$ cat src/rtl/ucie_clk_repair_pattern_gen.sv
// ucie_clk_repair_pattern_gen
// Drives the mainband clock-lane repair pattern (CKP/CKN/TRK and extra
// clock lanes). A burst is TOGGLE_CYCLES alternating cycles followed by
// IDLE_CYCLES low cycles, repeated ITERATIONS times per lane. Lanes run
// together or are walked one at a time. Outside repair the block produces
// the forwarding clock-gate enable.
//
// Handshake with the training FSM: i_repair_en is a level. Raising it starts
// a run, which reports o_busy while patterns are driven and then raises the
// sticky o_done. Holding i_repair_en high keeps the block parked in DONE.
// Dropping it at any point returns everything to IDLE on the next edge.
//
// o_dbg_state exposes the FSM: 0=IDLE 1=TOGGLE 2=QUIET 3=NEXT 4=DONE.
module ucie_clk_repair_pattern_gen #(
    parameter int NUM_LANES     = 3,
    parameter int TOGGLE_CYCLES = 32,
    parameter int IDLE_CYCLES   = 16,
    parameter int ITERATIONS    = 614,
    parameter logic [NUM_LANES-1:0] DIFF_MASK = NUM_LANES'(3'b010),
    localparam int LIDX_W = (NUM_LANES > 1) ? $clog2(NUM_LANES) : 1
) (
    input  logic                 i_clk,
    input  logic                 i_rst,
    input  logic                 i_repair_en,
    input  logic                 i_seq_mode,
    input  logic [NUM_LANES-1:0] i_lane_mask,
    input  logic                 i_mode,
    input  logic                 i_valid,
    output logic [NUM_LANES-1:0] o_pattern,
    output logic [NUM_LANES-1:0] o_det_en,
    output logic [LIDX_W-1:0]    o_lane_idx,
    output logic                 o_busy,
    output logic                 o_done,
    output logic                 o_clk_en,
    output logic [2:0]           o_dbg_state
);

    localparam int CNT_MAX = (TOGGLE_CYCLES > IDLE_CYCLES) ? TOGGLE_CYCLES : IDLE_CYCLES;
    localparam int CNT_W   = $clog2(CNT_MAX);
    localparam int ITER_W  = $clog2(ITERATIONS + 1);

    localparam logic [2:0] ST_IDLE   = 3'd0;
    localparam logic [2:0] ST_TOGGLE = 3'd1;
    localparam logic [2:0] ST_QUIET  = 3'd2;
    localparam logic [2:0] ST_NEXT   = 3'd3;
    localparam logic [2:0] ST_DONE   = 3'd4;

    logic [2:0]           state_q;
    logic [CNT_W-1:0]     cnt_q;
    logic [ITER_W-1:0]    iter_q;
    logic [ITER_W-1:0]    iter_nxt;
    logic [NUM_LANES-1:0] mask_q;
    logic                 seq_q;

    logic [LIDX_W-1:0]    first_idx;
    logic [NUM_LANES-1:0] start_act;
    logic                 nxt_found;
    logic [LIDX_W-1:0]    nxt_idx;

    function automatic logic [NUM_LANES-1:0] lane_bit(input logic [LIDX_W-1:0] idx);
        return NUM_LANES'(1) << idx;
    endfunction

    assign o_dbg_state = state_q;
    assign iter_nxt    = iter_q + ITER_W'(1);

    // Lowest requested lane and the set of lanes driven on the start edge.
    always_comb begin
        first_idx = '0;
        for (int i = NUM_LANES - 1; i >= 0; i--) begin
            if (i_lane_mask[i]) first_idx = LIDX_W'(i);
        end
        start_act = i_seq_mode ? lane_bit(first_idx) : i_lane_mask;
    end

    // Next latched mask lane strictly above the current lane pointer.
    always_comb begin
        nxt_found = 1'b0;
        nxt_idx   = '0;
        for (int i = NUM_LANES - 1; i >= 0; i--) begin
            if (mask_q[i] && (i > int'(o_lane_idx))) begin
                nxt_found = 1'b1;
                nxt_idx   = LIDX_W'(i);
            end
        end
    end

    // Repair FSM, burst/iteration counters and all registered outputs.
    always_ff @(posedge i_clk or posedge i_rst) begin
        if (i_rst) begin
            state_q    <= ST_IDLE;
            cnt_q      <= '0;
            iter_q     <= '0;
            mask_q     <= '0;
            seq_q      <= 1'b0;
            o_pattern  <= '0;
            o_det_en   <= '0;
            o_lane_idx <= '0;
            o_busy     <= 1'b0;
            o_done     <= 1'b0;
            o_clk_en   <= 1'b0;
        end else if (!i_repair_en) begin
            // Idle forwarding, or abort/clear of whatever run was in flight.
            state_q    <= ST_IDLE;
            cnt_q      <= '0;
            iter_q     <= '0;
            o_pattern  <= '0;
            o_det_en   <= '0;
            o_lane_idx <= '0;
            o_busy     <= 1'b0;
            o_done     <= 1'b0;
            o_clk_en   <= (state_q == ST_IDLE) ? (i_mode | i_valid) : 1'b0;
        end else begin
            o_clk_en <= 1'b0;
            case (state_q)
                ST_IDLE: begin
                    mask_q <= i_lane_mask;
                    seq_q  <= i_seq_mode;
                    cnt_q  <= '0;
                    iter_q <= '0;
                    if (i_lane_mask == '0) begin
                        state_q    <= ST_DONE;
                        o_done     <= 1'b1;
                        o_busy     <= 1'b0;
                        o_det_en   <= '0;
                        o_pattern  <= '0;
                        o_lane_idx <= '0;
                    end else begin
                        state_q    <= ST_TOGGLE;
                        o_busy     <= 1'b1;
                        o_det_en   <= start_act;
                        o_pattern  <= start_act & ~DIFF_MASK;
                        o_lane_idx <= i_seq_mode ? first_idx : '0;
                    end
                end
                ST_TOGGLE: begin
                    // det_en holds exactly the active lanes, so it doubles as the toggle mask.
                    if (cnt_q == CNT_W'(TOGGLE_CYCLES - 1)) begin
                        cnt_q     <= '0;
                        o_pattern <= '0;
                        state_q   <= ST_QUIET;
                    end else begin
                        cnt_q     <= cnt_q + CNT_W'(1);
                        o_pattern <= o_pattern ^ o_det_en;
                    end
                end
                ST_QUIET: begin
                    if (cnt_q == CNT_W'(IDLE_CYCLES - 1)) begin
                        cnt_q  <= '0;
                        iter_q <= iter_nxt;
                        if (iter_nxt < ITER_W'(ITERATIONS)) begin
                            state_q   <= ST_TOGGLE;
                            o_pattern <= o_det_en & ~DIFF_MASK;
                        end else if (seq_q && nxt_found) begin
                            state_q  <= ST_NEXT;
                            o_det_en <= '0;
                        end else begin
                            state_q <= ST_DONE;
                            o_done  <= 1'b1;
                            o_busy  <= 1'b0;
                        end
                    end else begin
                        cnt_q <= cnt_q + CNT_W'(1);
                    end
                end
                ST_NEXT: begin
                    state_q    <= ST_TOGGLE;
                    iter_q     <= '0;
                    o_lane_idx <= nxt_idx;
                    o_det_en   <= lane_bit(nxt_idx);
                    o_pattern  <= lane_bit(nxt_idx) & ~DIFF_MASK;
                end
                ST_DONE: begin
                    // Parked until i_repair_en drops; det_en and lane_idx keep their last values.
                    o_pattern <= '0;
                end
                default: begin
                    state_q <= ST_IDLE;
                end
            endcase
        end
    end

endmodule
$ cat config.mk
export PLATFORM = sky130hd
export DESIGN_NAME = ucie_clk_repair_pattern_gen
export DESIGN_NICKNAME = d
export VERILOG_FILES = /design/src/rtl/ucie_clk_repair_pattern_gen.sv
export SDC_FILE = /design/constraint.sdc
export NUM_CORES = 1
export LEC_CHECK = 0
export CAP_MARGIN = 25
export CELL_PAD_IN_SITES_DETAIL_PLACEMENT = 1
export CELL_PAD_IN_SITES_GLOBAL_PLACEMENT = 1
export CORE_MARGIN = 2
export CORE_UTILIZATION = 40
export DETAILED_ROUTE_END_ITERATION = 12
export HOLD_SLACK_MARGIN = 0.1
export PLACE_DENSITY_LB_ADDON = 0.1
export RECOVER_POWER = 50
export SLEW_MARGIN = 40
export SYNTH_ARGS = -nofsm -noshare
export SYNTH_HDL_FRONTEND = slang
export SYNTH_SLANG_ARGS = --single-unit
$ cat constraint.sdc
create_clock -name i_clk -period 3.79 [get_ports i_clk]
set_clock_uncertainty 0.15 [all_clocks]
set_input_delay 0.379 -clock i_clk [delete_from_list [all_inputs] [get_ports i_clk]]
set_output_delay 0.379 -clock i_clk [all_outputs]
set_load 0.01 [all_outputs]
==> impl_metrics.toml <==
[timing]
fmax_ghz = 0.3625
tns_ns = 0
setup_violations = 0
hold_viol = 0
drv_slew = 0
slew_headroom_pct = 31.03
worst_pin_slew_ns = 1.035
fin_crit_ns = 2.759
fin_ws_ns = 1.031
period_share_pct = 72.79
rsz0062_at_grt = "false"

[setup_path]
path_class = "reg2reg"
setup.worst_path.start_class = "flop"
path_max_fanout = 7
crit_arrival_ns = 2.79
crit_path_end_kind = "flop"
crit_required_ns = 3.82

[clock_network]
cts_tree = "built"
path_clk_slew_ns = 0.07
ctsHtreeMaxLevel = 2
cts_root_buf = "clkbuf_8"
cts_resized = 0
postCtsSetupRepairBufs = 0
cts_buffer_depth = 2
cts_made_buffers = 5
worstSkewPairLatency_ns = 0.30
holdBufCountCts = 0
cts_sinks = 32

[power_and_ir_drop]
vdd_ir_drop_max_v = 0.0001678
cellPowerDensity_nw_per_um2 = 365.4
leakage_nw = 1.053
finalPower_mw = 0.9067

[outcome]
outcome = "finished, final reports clean"

[cells_and_area]
area_delta_synth_final_pct = 19.24
fill_cells = 623
layout.nets = 278
insertedDiodeCount = 0
multiInputGateArea_sq_um = 1182
ff_latch_area_sq_um = 800.8
drive_gt1_share_pct = 8.302
layout.cells.non_filler = 335

[synth]
synthFlopType = "dfrtp_1"
yosys.area.top_type = "dfrtp_1"
synth_most_common_cell = "dfrtp_1"
synth_common_cells = "dfrtp_1, nand2_1, o21ai_0, nor2_1, a21oi_1"
synthArstFlopShare_pct = 100.0
synthDistinctLibCells = 53
yosysWarnings = 0
syn_nets = 257
synth_edf_count = 0
synth.top_cell.area_share_pct = 38.48
synth-seq-cells = 32
synth_area_sq_um = 2081
syn_area_per_cell_sq_um = 8.563
yosys-top-cells-area = "dfrtp_1, o21ai_0, nand2_1, a21oi_1, nor2_1"
ys_seq_area_share_pct = 38.48
netlist_instances = 243

[die]
fp-row-count = 26
start_util_pct = 41.00
coreArea_sq_um = 5075
die_h_microns = 76.13
ios = 23
dieArea_sq_um = 5795
die-width_microns = 76.13

[route]
drc = 0
drt-vias-per-instance = 5.836
drt-total-wl_microns = 5977
wire_per_inst_microns = 17.84
postRouteAntennaNets = 0
drt_iter0_drc = 139
vias = 1955
drt_first_pass_iters = 4

[placement]
place.gp.congestion = 0.7684
dp_hpwl_microns = 4328
dp.cells = 327
dpl_worst_slack_ns = 0.9986
port_buffers = 22

[global_routing]
first_global_vias = 2031
grt_max_degree = 22
antenna_found_initial = 0
grt.overflow.total = 0
grt_pass1_wl_microns = 10180
grt_use_total_pct = 22.22

[min_path]
holdCritPathClass = "reg2reg"

[run]
max_cap_viol_count = 0
==> cell usage in the layout, fill, tap and decap left out, drive strengths merged, types with 8 or more instances in the layout <==
master,count
nor2,20
dfrtp,32
inv,10
nand2,27
dlygate4sd3,8
clkbuf,8
nand3,8
o21ai,28
o31ai,9
a21oi,16
clkdlybuf4s50,14
==> path summary, 6_finish.rpt <==
check,from,endpoint,slack [ns],depth (start not counted)
max,iter_q[0],o_det_en[0],1.03,7
min,mask_q[1],mask_q[1],0.37,1
max reg2reg,iter_q[0],o_det_en[0],1.03,7
min reg2reg,mask_q[1],mask_q[1],0.37,1
max in group asynchronous,i_rst,cnt_q[4],1.66,3
min in group asynchronous,i_rst,iter_q[4],0.46,2
==> stage by stage <==
stage | instance area [sq um] | util, % | hold slack (ns)
floorplan | 2081 | - | 0.3227
global placement | 2359 | 46.47 | 0.3358
detailed placement | 2359 | 46.47 | 0.3483
CTS | 2485 | 48.96 | 0.3391
global route | 2481 | 48.89 | 0.3970
finish | 2481 | 48.89 | 0.3650
==> logic make-up (layout without fill, tap and decap cells) <==
group | after synthesis | after routing | synth area share [%]
buffers and inverters | 22 | 44 | 4.690
DFF | 32 | 32 | 38.48
AOI/OAI and AO/OA | 81 | 81 | 25.38
xor gates and xnor gates | 4 | 4 | 1.684
and+or+nand+nor | 92 | 92 | 23.15
adders and majority gates | 5 | 5 | 3.007
muxes | 7 | 7 | 3.608
==> registers in the layout, indices dropped and copies added, names as in the netlist <==
register     cells
o_dbg_state      3
mask_q           2
o_det_en         3
o_busy           1
iter_q          10
cnt_q            5
seq_q            1
o_clk_en         1
o_pattern        3
o_lane_idx       2
o_done           1
==> cell type report <==
class,instances,share of cell area (%)
clock inverters,1,1.210
clock buffers,7,3.883
repair buffers,26,9.934
inverters,10,1.513
flip-flops and latches,32,32.27
multi-input cells,189,47.65
well taps,70,3.530
==> power by group <==
group	internal [mW]	leakage [nW]	switching, mW
Combinational	0.0670	0.558	0.0862
Clock	0.232	0.0645	0.137
Sequential	0.361	0.431	0.0240
==> critical path, cell delays in order, from the launching register on <==
cell and delay [ns]:
dfrtp_1 0.45, ha_1 0.37, mux2i_1 0.08, a2111oi_0 0.42, o311a_1 0.26, nor2_1 0.10, o41ai_2 0.43, mux2_2 0.38
==> layer usage <==
metal  part of all wire (%)  wire, microns  vias up  track usage [%]
met5                      0              0        -                0
met1                     48           2870      989            28.87
li1                       -              -      940                -
met3                    1.7            101        7            3.555
met4                    1.8            108        0            7.818
met2                     48           2897       19            37.68
No activity file was read; power rests on OpenSTA's default activity.
